[src/rtl/tl_pkg.sv]
// Shared types, sizes and helpers for the traffic light monitor.
package tl_pkg;

  localparam int unsigned LEN_W          = 8;
  localparam int unsigned CYCLE_W        = 16;
  localparam int unsigned DEF_RED_LEN    = 21;
  localparam int unsigned DEF_GREEN_LEN  = 21;
  localparam int unsigned DEF_YELLOW_LEN = 4;

  typedef enum logic [1:0] {
    PH_IDLE   = 2'b00,
    PH_RED    = 2'b01,
    PH_GREEN  = 2'b10,
    PH_YELLOW = 2'b11
  } phase_e;

  // Exactly one lamp lit decodes to its colour; anything else maps to idle.
  function automatic phase_e decode_lamps(input logic red, input logic green, input logic yellow);
    phase_e ph;
    ph = PH_IDLE;
    case ({red, green, yellow})
      3'b100:  ph = PH_RED;
      3'b010:  ph = PH_GREEN;
      3'b001:  ph = PH_YELLOW;
      default: ph = PH_IDLE;
    endcase
    return ph;
  endfunction

  function automatic logic legal_change(input phase_e from_ph, input phase_e to_ph);
    return ((from_ph == PH_RED)    && (to_ph == PH_GREEN))  ||
           ((from_ph == PH_GREEN)  && (to_ph == PH_YELLOW)) ||
           ((from_ph == PH_YELLOW) && (to_ph == PH_RED));
  endfunction

endpackage

[src/rtl/tl_len_counter.sv]
// 8-bit saturating phase length counter: clear beats load-one beats increment.
module tl_len_counter
  import tl_pkg::*;
(
  input  logic             clk,
  input  logic             reset,
  input  logic             load_one,
  input  logic             inc,
  input  logic             clr,
  output logic [LEN_W-1:0] count
);

  always_ff @(posedge clk or posedge reset) begin
    if (reset) begin
      count <= '0;
    end else if (clr) begin
      count <= '0;
    end else if (load_one) begin
      count <= LEN_W'(1);
    end else if (inc && (count != '1)) begin
      count <= count + LEN_W'(1);
    end
  end

endmodule

[src/rtl/traffic_light_monitor.sv]
// Watches lamp drives, tracks phase lengths and flags order/timing/one-hot errors.
// Define TL_MON_CYCLE_CNT_EN to build the completed-round counter on cycle_cnt.
module traffic_light_monitor
  import tl_pkg::*;
#(
  parameter int unsigned RED_LEN    = DEF_RED_LEN,
  parameter int unsigned GREEN_LEN  = DEF_GREEN_LEN,
  parameter int unsigned YELLOW_LEN = DEF_YELLOW_LEN
) (
  input  logic               clk,
  input  logic               reset,
  input  logic               red_on,
  input  logic               green_on,
  input  logic               yellow_on,
  input  logic               err_clr,
  output phase_e             phase,
  output logic               phase_done,
  output logic [LEN_W-1:0]   last_len,
  output logic               err_onehot,
  output logic               err_order,
  output logic               err_timing,
  output logic [CYCLE_W-1:0] cycle_cnt
);

  logic             valid;
  phase_e           sample;
  logic             same;
  logic             change;
  logic             ending;
  logic             checked;
  logic             checked_end;
  logic             order_bad;
  logic             timing_bad;
  logic [LEN_W-1:0] len_cnt;

  function automatic int unsigned required_len(input phase_e ph);
    int unsigned req;
    req = 0;
    case (ph)
      PH_RED:    req = RED_LEN;
      PH_GREEN:  req = GREEN_LEN;
      PH_YELLOW: req = YELLOW_LEN;
      default:   req = 0;
    endcase
    return req;
  endfunction

  always_comb begin
    sample      = decode_lamps(red_on, green_on, yellow_on);
    valid       = (sample != PH_IDLE);
    same        = valid && (sample == phase);
    change      = valid && (sample != phase);
    ending      = change && (phase != PH_IDLE);
    // The first phase after idle is partial, so its end is not judged.
    checked_end = ending && checked;
    order_bad   = checked_end && !legal_change(phase, sample);
    timing_bad  = checked_end && (32'(len_cnt) != required_len(phase));
  end

  tl_len_counter u_len_counter (
    .clk      (clk),
    .reset    (reset),
    .load_one (change),
    .inc      (same),
    .clr      (!valid),
    .count    (len_cnt)
  );

  always_ff @(posedge clk or posedge reset) begin
    if (reset) begin
      phase      <= PH_IDLE;
      checked    <= 1'b0;
      phase_done <= 1'b0;
      last_len   <= '0;
      err_onehot <= 1'b0;
      err_order  <= 1'b0;
      err_timing <= 1'b0;
    end else begin
      phase_done <= ending;
      if (!valid) begin
        phase   <= PH_IDLE;
        checked <= 1'b0;
      end else if (change) begin
        phase   <= sample;
        checked <= (phase != PH_IDLE);
      end
      if (ending) begin
        last_len <= len_cnt;
      end
      // A new error outranks a simultaneous clear.
      err_onehot <= (err_onehot && !err_clr) || !valid;
      err_order  <= (err_order  && !err_clr) || order_bad;
      err_timing <= (err_timing && !err_clr) || timing_bad;
    end
  end

`ifdef TL_MON_CYCLE_CNT_EN
  logic round_done;

  assign round_done = checked_end && (phase == PH_YELLOW) && (sample == PH_RED) && !timing_bad;

  always_ff @(posedge clk or posedge reset) begin
    if (reset) begin
      cycle_cnt <= '0;
    end else if (round_done) begin
      cycle_cnt <= cycle_cnt + CYCLE_W'(1);
    end
  end
`else
  assign cycle_cnt = '0;
`endif

endmodule

[config.mk]
export PLATFORM = sky130hd
export DESIGN_NAME = traffic_light_monitor
export DESIGN_NICKNAME = d
export VERILOG_FILES = /design/src/rtl/tl_pkg.sv /design/src/rtl/tl_len_counter.sv /design/src/rtl/traffic_light_monitor.sv
export SDC_FILE = /design/constraint.sdc
export NUM_CORES = 1
export LEC_CHECK = 0
export CORE_UTILIZATION = 55
export DETAILED_ROUTE_END_ITERATION = 16
export DONT_BUFFER_PORTS = 1
export MAX_ROUTING_LAYER = met4
export PLACE_DENSITY_LB_ADDON = 0.2
export SETUP_SLACK_MARGIN = 0.1
export SLEW_MARGIN = 0
export SYNTH_ARGS = -nofsm -noshare
export SYNTH_HDL_FRONTEND = slang
export SYNTH_SLANG_ARGS = --single-unit
[constraint.sdc]
create_clock -name clk -period 1.6 [get_ports clk]
set_input_delay 0.24 -clock clk [delete_from_list [all_inputs] [get_ports clk]]
set_output_delay 0.24 -clock clk [all_outputs]
set_load 0.02 [all_outputs]
==> results of run 1 <==
cell type report:
| type | count | share of cell area (%) |
|---|---|---|
| Tap cell | 28 | 2.25 |
| Inverter | 6 | 1.61 |
| Multi-Input combinational cell | 97 | 48.8 |
| Timing Repair Buffer | 13 | 8.37 |
| Clock buffer | 4 | 1.69 |
| Sequential cell | 23 | 37.3 |
logic make-up (layout without fill, tap and decap cells):
logic type | after synthesis | after routing
multiplexers | 10 | 10
adder cells (fa/ha/maj) | 6 | 6
XOR/XNOR | 7 | 7
buffers and inverters | 26 | 23
AND/OR/NAND/NOR | 38 | 38
flip-flops | 23 | 23
other | 1 | 16
AO/OA/AOI/OAI | 20 | 20
stage by stage:
step                      std cells  utilization (%)  TNS [ns]
after global routing            171             69.0    -0.620
after floorplan                 146                -    -0.338
after global placement          163             63.2         0
final                           171             69.0         0
after detailed placement        163             63.2   -0.0192
after CTS                       170             67.1   -0.0318
flip-flops by register name, indices dropped and copies added, names as in the netlist:
| name | flops |
|---|---|
| phase_done | 1 |
| checked | 1 |
| err_order | 1 |
| u_len_counter.count | 8 |
| phase | 2 |
| err_timing | 1 |
| last_len | 8 |
| err_onehot | 1 |
worst paths after layout:
path                                 startpoint                                  to  slack (ns)
setup reg to reg           phase[0]$_DFFE_PP0P_             last_len[3]$_DFFE_PP0P_       0.004
min in group asynchronous                 reset                phase[1]$_DFFE_PP0P_        0.33
hold / removal                        yellow_on                phase[0]$_DFFE_PP0P_        0.08
max in group asynchronous                 reset  u_len_counter.count[4]$_DFFE_PP0P_        0.72
hold reg to reg             checked$_DFFE_PP0P_                 checked$_DFFE_PP0P_        0.56
setup / recovery           phase[0]$_DFFE_PP0P_             last_len[3]$_DFFE_PP0P_       0.004
layout by cell type (no fill, tap or decap), types with 2 or more instances in the layout:
master         instances
a21oi_1                2
a21oi_2                2
a31oi_1                2
a32o_1                 2
buf_12                 2
buf_4                  8
clkbuf_4               3
conb_1                16
dfrtp_1               19
dfrtp_2                4
dlygate4sd3_1          3
ha_1                   4
inv_1                  5
mux2_1                 2
mux2_4                 6
mux2i_1                2
nand2_1                4
nand3_1                2
nand3b_1               2
nor2_1                12
nor2_2                 3
nor4_1                 2
o211ai_1               2
o21ai_0                2
xnor2_1                2
xor2_1                 4
metal layers:
| layer | wire, µm | share of wire [%] |
|---|---|---|
| met5 | 0 | 0 |
| met1 | 1020 | 41 |
| met2 | 1280 | 51 |
| met3 | 124 | 4.9 |
| met4 | 83 | 3.3 |
critical path, delay by kind of cell (launching register included):
family | cells | cell delay (ns)
DFF | 1 | 0.43
and+or+nand+nor | 1 | 0.37
muxes | 1 | 0.32
AOI/OAI and AO/OA | 1 | 0.22
buffers and inverters | 1 | 0.15
power groups by stage:
stage               sequential [µW]  combinational [µW]  clock, µW
finish                          652                 243        274
global route                    655                 267        299
CTS                             653                 235        274
detailed placement              664                 214          0
global placement                663                 208          0
floorplan                       671                 185          0
repair_timing:
| action | 4_1_cts | 5_1_grt |
|---|---|---|
| setup endpoints to repair | 11 | 18 |
| hold endpoints to repair | 11 | 0 |
| pin swaps | 3 | 2 |
| resized for setup | 6 | 10 |
| setup buffers | 0 | 1 |
| cloned | 0 | 0 |
| hold buffers | 3 | 0 |
==> results.md, run 1 <==
- Seq/Total Area, Yosys: between 40% and 50%
- Die Wd: ~52 µm
- Routed Antenna Nets: 0
- Tmin final: ~1.6 ns
- Most frequent cell after synthesis: dfrtp_1
- Largest area contributor in the netlist: dfrtp_1
- Skew final: around 0.008 ns
- Max H-tree Level: 1
- Worst Setup End Kind: flip-flop
- Die area: about 2700 µm²
- Critical Path RT: about 1.8 ns
- Yosys Warn Count: 0
- Fin nets: 155
- Pwr dens: about 750 nW/µm²
- Core Rows: 17
- RSZ-0062 raised after global routing: true
- Slew Limit Fails: 0
- Via count: about 1,000
- Arr. time, crit path: ~1.8 ns
- FF/Latch Area: roughly 580 µm²
- Routability cong.: about 0.8
- Setup-failing EPs final: 0
- Synth top area share: a little over two fifths
- Vias in the first global route: 888
- CP Class: reg2reg
- Met3 GRT Util: 2.63%
- DRC: 0
- Post-synthesis mux area share: 8.16%
- Seq pwr share: between 50% and 60%
- Fin area: between 1500 and 2000 µm²
- Drt pass-1 iters: 4
- Max VDD drop: 0.590 mV
- IO Pins: 36
- Final critical-path share of the clock period: roughly 100%
- Setup slack after layout: approximately 0.0045 ns
- Commonest cells post-synth: dfrtp_1 (23), buf_4 (16), nor2_1 (15)
- M1 GR Usage: ~24%
- Via density: ~5.8
- Post-Synth Adder-Cell Area: under 10%
- Share of layout cells above drive strength 1: between 20% and 30%
- Final Hold Vio Count: 0
- Worst setup SP type: flip-flop
- Combinational Power Share: about a fifth
- Psw: 352 µW
- Pleak: 0.000693 µW
- Area after DPL: between 1000 and 1500 µm²
- Num CTS Buffers: 3
- Clock power share: a little under a quarter
- Crit path max-delay cell type: dfrtp_2
- GRT overflow: 0
- Hold Path Cell Cnt: 2
- Post-Synth XOR/XNOR Area: ~4.5%
- Clock Path Buffers: 2
- WHS: about 0.084 ns
- Syn_area_per_cell: ~10 µm²
- GRT Util Overall: 21.2%
- Post-synth EDFFs: 0
- Wire length after detailed routing: 2510 µm
- Core Box Area: between 2000 and 2500 µm²
- CP peak stage delay: approximately 0.43 ns
- Status: finished, final reports clean
- I/O Buffers: 0
- Pre-CTS setup slack: -0.0136 ns
- FF-to-FF path depth: 4
- Initial antenna violation count: 0
- Max-cap viol count: 0
- FMAX: ~630 MHz
- Reg clk slew, reported paths: 0.13 ns
- Largest family of logic cells by synthesized area: simple AND/OR/NAND/NOR gates
- Top Usage Layer GRT: met2
- Synthesized area: between 1000 and 1500 µm²
- Worst-path fanout max: 3
- Cell Chain, Critical Path: or3_4, a31oi_4, buf_4, mux2_1
- Share of flip-flops with an asynchronous set or reset: 100%
- Diodes inserted: 0
- DRT iter0 DRCs: 22
- Gate count after technology mapping: 131
- Fill cell count: 165
- Hpwl dp: approximately 1800 µm
- CTS tree: done
- Switching Share: 30.1%
- Num Clock Sinks: 23
- WL per Instance: 14.7 µm
- Ys flop type: dfrtp_1
- Synthesized flop and latch total: 23
- Count of cell types in the netlist: 40
- Multi-input combinational cell area: roughly 760 µm²
- Tot Pwr: around 1200 µW
- Pin count of the biggest net entering global routing: 15
- Post-synthesis compound-gate area fraction: 11.4%
- Top cells by area, synth: dfrtp_1 (43%), buf_4 (8.9%), mux2_1 (6.7%)
- CTS root buffer: clkbuf_4
- Met2 Usage GRT: a little under two fifths
- Initial core utilization: 59.9%
- Clock Latency Late Sink: around 0.31 ns
- Die height: 51.5 µm
- Post-Synth Simple-Gate Area: 15.1%
- Global-route wire length before repair: 4060 µm
- Pint: roughly 800 µW
- Area Growth Syn to Fin: 15.2%
- Worst Hold Class: in2reg
Power figures use the tool's default switching activity.
==> inputs of run 2 (changes only) <==
--- a/config.mk
+++ b/config.mk
@@ -10,2 +10,3 @@
 export DONT_BUFFER_PORTS = 1
+export HOLD_SLACK_MARGIN = 0.03
 export MAX_ROUTING_LAYER = met4
--- a/constraint.sdc
+++ b/constraint.sdc
@@ -3,2 +3,2 @@
 set_output_delay 0.24 -clock clk [all_outputs]
-set_load 0.02 [all_outputs]
+set_load 0.01 [all_outputs]
==> results.md, run 2 (synthesis results as in run 1) <==
- DRC: 0
- IO Pins: 36
- Clock power share: ~25%
- Via count: slightly below 1,000
- Switching Share: between 20% and 30%
- Most frequent cells in the layout: dfrtp_1 (18), conb_1 (16), nor2_1 (14), mux2_4 (8)
- Combinational Power Share: 19.8%
- WL per Instance: 15.4 µm
- Top Registers: last_len (8), u_len_counter.count (8), phase (2)
- Core Rows: 17
- Worst Setup End Kind: flip-flop
- CTS tree: done
- Wire length after detailed routing: roughly 2600 µm
- Clock Path Buffers: 2
- WHS: 0.0761 ns
- Tot Pwr: between 1000 and 1500 µW
- Routability cong.: approximately 0.85
- Final critical-path share of the clock period: 102%
- Top Usage Layer GRT: met2
- FMAX: 610 MHz
- Psw: between 300 and 400 µW
- Non-filler cells in the finished layout: 170
- Diodes inserted: 0
- DRT iter0 DRCs: 19
- Setup-failing EPs final: 6
- Max-cap viol count: 0
- Global-route wire length before repair: between 4000 and 5000 µm
- Area Growth Syn to Fin: 15.1%
- I/O Buffers: 0
- Clock Latency Late Sink: 0.32 ns
- Max H-tree Level: 1
- RSZ-0062 raised after global routing: true
- Reg clk slew, reported paths: ~0.13 ns
- CP Class: reg2reg
- Die area: roughly 2700 µm²
- Skew final: around 0.0035 ns
- Pleak: roughly 0.00069 µW
- Status: complete, but fails checks
- Drt pass-1 iters: 5
- M1 GR Usage: between 20% and 30%
- GRT Util Overall: between 20% and 30%
- Via density: roughly 5.7
- Setup slack after layout: -0.0386 ns
- Hpwl dp: around 1800 µm
- Share of layout cells above drive strength 1: between 20% and 30%
- Worst Hold Class: in2reg
- CTS root buffer: clkbuf_4
- Pin count of the biggest net entering global routing: 15
- Die height: ~52 µm
- Most common cell after layout, fill and taps aside: dfrtp_1
- Num Clock Sinks: 23
- Max VDD drop: ~0.44 mV
- Tmin final: between 1.5 and 2 ns
- Critical Path RT: roughly 1.8 ns
- Routed Antenna Nets: 0
- Final Hold Vio Count: 0
- Worst setup SP type: flip-flop
- Pint: just over 800 µW
- Worst-path fanout max: 10
- Failing checks: setup timing
- Seq pwr share: a little under three fifths
- Initial antenna violation count: 0
- Initial core utilization: about three fifths
- Die Wd: about 52 µm
- Inst Count DP: between 150 and 200
- Vias in the first global route: 946
- Arr. time, crit path: between 1.5 and 2 ns
- Slew Limit Fails: 0
- Fin nets: roughly 150
- Pwr dens: roughly 740 nW/µm²
- Met2 Usage GRT: between 30% and 40%
- Core Box Area: approximately 2300 µm²
- Fill cell count: 176
- GRT overflow: 0
- Met3 GRT Util: between 2 and 2.5%
- Num CTS Buffers: 3
-- run 2: cell count changes in the layout (fill, tap and decap cells not counted), moves of 2 or more --
cell | previous run | this run
buf_4 | 8 | 4
buf_6 | 0 | 3
a21oi_1 | 2 | 4
a21oi_2 | 2 | 0
mux2_1 | 2 | 0
mux2_4 | 6 | 8
nor2_1 | 12 | 14
nor2_2 | 3 | 1
-- run 2: area by class of cell --
class | count | area [µm²] | area share (%)
inverters | 6 | 25.0 | 1.61
flip-flops and latches | 23 | 582 | 37.4
clock buffers | 3 | 22.5 | 1.45
multi-input cells | 97 | 751 | 48.3
well taps | 28 | 35.0 | 2.25
clock inverters | 1 | 5.00 | 0.322
repair buffers | 12 | 134 | 8.62
-- run 2: metal layers --
metal | vias up | part of all wire, % | wire length (µm)
met4 | 0 | 2.8 | 72
met3 | 8 | 4.1 | 106
met1 | 473 | 42 | 1110
met2 | 43 | 51 | 1330
li1 | 453 | - | -
met5 | - | 0 | 0
-- run 2: worst max-delay path, stage by stage, from the launching register on --
cell and delay (ns):
dfrtp_2 0.47, nor4b_4 0.27, a31oi_2 0.08, a31oi_4 0.24, buf_12 0.17, mux2_4 0.30
-- run 2: path summary, 6_finish.rpt --
path,start,to,slack [ns],cells after the start
setup / recovery,phase[1]$_DFFE_PP0P_,last_len[6]$_DFFE_PP0P_,-0.04,5
hold / removal,green_on,phase[1]$_DFFE_PP0P_,0.08,2
setup reg to reg,phase[1]$_DFFE_PP0P_,last_len[6]$_DFFE_PP0P_,-0.04,5
hold reg to reg,checked$_DFFE_PP0P_,checked$_DFFE_PP0P_,0.57,2
max in group asynchronous,reset,u_len_counter.count[3]$_DFFE_PP0P_,0.73,3
min in group asynchronous,reset,phase_done$_DFF_PP0_,0.32,2
-- run 2: what timing repair did --
item | 4_1_cts | 5_1_grt
endpoints found under the setup margin | 11 | 19
hold buffers | 3 | 0
pin swaps | 5 | 3
hold endpoints to repair | 11 | 0
buffers inserted | 1 | 1
gates resized for setup | 6 | 12
-- run 2: power groups by stage --
stage | sequential (µW) | clock (µW) | combinational (µW)
6_report | 641 | 281 | 228
2_1_floorplan | 654 | 0 | 168
4_1_cts | 639 | 283 | 217
3_3_place_gp | 649 | 0 | 183
5_1_grt | 645 | 299 | 250
3_5_place_dp | 651 | 0 | 187
-- run 2: per-stage QoR --
stage | TNS (ns) | cell area (µm²) | util, % | worst slack (ns)
6_report | -0.200 | 1550 | 68.9 | -0.0386
2_1_floorplan | -0.165 | 1440 | - | -0.0275
4_1_cts | -0.0865 | 1500 | 66.7 | -0.0223
3_5_place_dp | -0.146 | 1410 | 62.5 | -0.0303
5_1_grt | -0.629 | 1550 | 68.9 | -0.0912
3_3_place_gp | 0 | 1410 | 62.5 | 0.0320
==> inputs of run 3 (changes only) <==
- CORE_UTILIZATION: 55 -> 56
- SLEW_MARGIN: 0 -> 20
- SYNTH_HIERARCHICAL: default -> 1
==> results.md, run 3 <==
- FMAX: roughly 590 MHz
- Inst Count DP: around 180
- Gate count after technology mapping: ~140
- RSZ-0062 raised after global routing: true
- IO Pins: 36
- GRT overflow: 0
- Seq/Total Area, Yosys: about two fifths
- Clock Latency Late Sink: around 0.32 ns
- Yosys Warn Count: 6
- Initial core utilization: about three fifths
- Wire length after detailed routing: around 3300 µm
- Worst setup SP type: flip-flop
- Synthesized flop and latch total: 23
- Count of cell types in the netlist: 45
- Worst-path fanout max: 6
- Pre-CTS setup slack: -0.0687 ns
- Share of layout cells above drive strength 1: roughly 36%
- Initial antenna violation count: 0
- DRT iter0 DRCs: 19
- CP Class: reg2reg
- Via count: between 1,000 and 1,500
- Max Used Layer: met4
- Area Growth Syn to Fin: 18.1%
- CTS tree: done
- Final critical-path share of the clock period: 107%
- Slew Limit Fails: 0
- Met1 WL: roughly 1400 µm
- Crit path max-delay cell type: dfrtp_2
- Pin count of the biggest net entering global routing: 16
- Cell Chain, Critical Path: inv_2, ha_4, or3_4, a2111oi_4, a21oi_1, o21a_1
- Routed Antenna Nets: 0
- Fin nets: approximately 180
- Core Rows: 18
- Relative slew margins: approximately three fifths
- Core Box Area: around 2500 µm²
- Met3 Wirelength: between 100 and 150 µm
- Synthesized area: around 1500 µm²
- WL per Instance: ~17 µm
- I/O Buffers: 0
- Top Registers: last_len (8), u_len_counter/count (8), phase (2)
- Reg clk slew, reported paths: approximately 0.12 ns
- Syn_area_per_cell: between 10 and 15 µm²
- Routability cong.: 0.895
- Worst Setup End Kind: flip-flop
- Status: complete, but fails checks
- Die area: ~2800 µm²
- Largest area contributor in the netlist: dfrtp_1
- Max H-tree Level: 1
- Drt pass-1 iters: 5
- Final Hold Vio Count: 0
- Setup-failing EPs final: 8
- Via density: about 6.0
- Clock Path Buffers: 2
- Worst Hold Class: in2reg
- Ys flop type: dfrtp_1
- Diodes inserted: 0
- GRT Util Overall: about a quarter
- Metal2 WL: ~1700 µm
- Most frequent cell after synthesis: dfrtp_1
- Critical Path RT: between 1.5 and 2 ns
- Skew final: ~0.0064 ns
- Hpwl dp: 2260 µm
- Num CTS Buffers: 3
- Max VDD drop: ~0.52 mV
- Pwr dens: about 700 nW/µm²
- Arr. time, crit path: between 1.5 and 2 ns
- Synth top area share: between 30% and 40%
- Non-filler cells in the finished layout: slightly below 200
- FF-to-FF setup slack: -0.11 ns
- Die Wd: about 53 µm
- DRC: 0
- Pleak: 0.000790 µW
- Die height: about 53 µm
- Num Clock Sinks: 23
- Failing checks: setup timing
- Post-synth EDFFs: 0
- Tmin final: roughly 1.7 ns
- Share of flip-flops with an asynchronous set or reset: 100%
- Most frequent cells in the layout: dfrtp_1 (20), buf_4 (17), conb_1 (16), mux2_4 (8)
- Top cells by area, synth: dfrtp_1 (39%), buf_4 (9.2%), mux2_4 (6.2%)
- CP peak stage delay: ~0.46 ns
- Setup slack after layout: -0.105 ns
- Commonest cells post-synth: dfrtp_1 (23), buf_4 (18), inv_1 (10)
- CTS root buffer: clkbuf_4
- Vias in the first global route: around 1,000
- Most common cell after layout, fill and taps aside: dfrtp_1
- Max-cap viol count: 0
- Worst-Margin Slew: between 0.5 and 0.6 ns
- Global-route wire length before repair: a little over 5000 µm
-- run 3: layout make-up --
| cell class | instances | area [µm²] |
|---|---|---|
| timing repair buffer | 22 | 180 |
| multi-input combinational | 104 | 863 |
| clock buffer | 3 | 22.5 |
| fill | 175 | 752 |
| tap | 30 | 37.5 |
| clock inverter | 1 | 5.00 |
| inverter | 10 | 37.5 |
| sequential | 23 | 579 |
-- run 3: final timing paths --
kind / from / to / cells after the start
min: red_on / phase[0]$_DFFE_PP0P_ / 2
min in group asynchronous: reset / u_len_counter/count[2]$_DFFE_PP0P_ / 2
max in group asynchronous: reset / phase[1]$_DFFE_PP0P_ / 2
min reg2reg: checked$_DFFE_PP0P_ / checked$_DFFE_PP0P_ / 1
max reg2reg: phase[1]$_DFFE_PP0P_ / err_timing$_DFF_PP0_ / 6
max: phase[1]$_DFFE_PP0P_ / err_timing$_DFF_PP0_ / 6
-- run 3: cell families (layout without fill, tap and decap cells) --
family | count (synthesis) | in the layout | synth area share, %
compound gates | 27 | 28 | 14.0
xor+xnor | 3 | 3 | 2.31
fa+ha+maj | 6 | 6 | 5.14
buf+inv | 32 | 36 | 14.0
flops | 23 | 23 | 39.4
mux | 9 | 9 | 8.39
other cells | 1 | 16 | 0.257
simple gates | 42 | 42 | 16.5
-- run 3: stage by stage --
stage	total power (µW)	setup TNS, ns	area (µm²)	hold WS (ns)	util (%)
final	1180	-0.311	1730	0.101	69.6
after detailed placement	864	-0.531	1540	0.107	62.0
after global placement	853	-0.0811	1540	0.105	62.0
after CTS	1160	-0.631	1660	0.0672	66.8
after global routing	1240	-1.10	1730	0.0927	69.6
after floorplan	844	-0.226	1560	0.0557	-
-- run 3: what timing repair did --
action,in CTS,in global routing
gates cloned,1,0
pin swaps,5,7
setup endpoints to repair,19,19
gates resized for setup,12,9
buffers inserted,0,3
hold endpoints to repair,25,0
hold buffers,3,0
-- run 3: routing by layer --
layer  track usage (%)  vias to the layer above
met3              3.45                        8
met1              33.4                      585
li1                  -                      527
met4              10.1                        0
met5                 -                        -
met2              42.8                       39
-- run 3: power breakdown --
part | internal (µW) | switching [µW]
sequential | 607 | 32.6
clock | 93.6 | 182
combinational | 131 | 135
-- run 3: worst max-delay path: cells and delay by family (launching register included) --
family	cells	cell delay [ns]
DFF	1	0.46
buffers and inverters	1	0.10
adders and majority gates	1	0.20
AOI/OAI and AO/OA	3	0.51
and+or+nand+nor	1	0.34
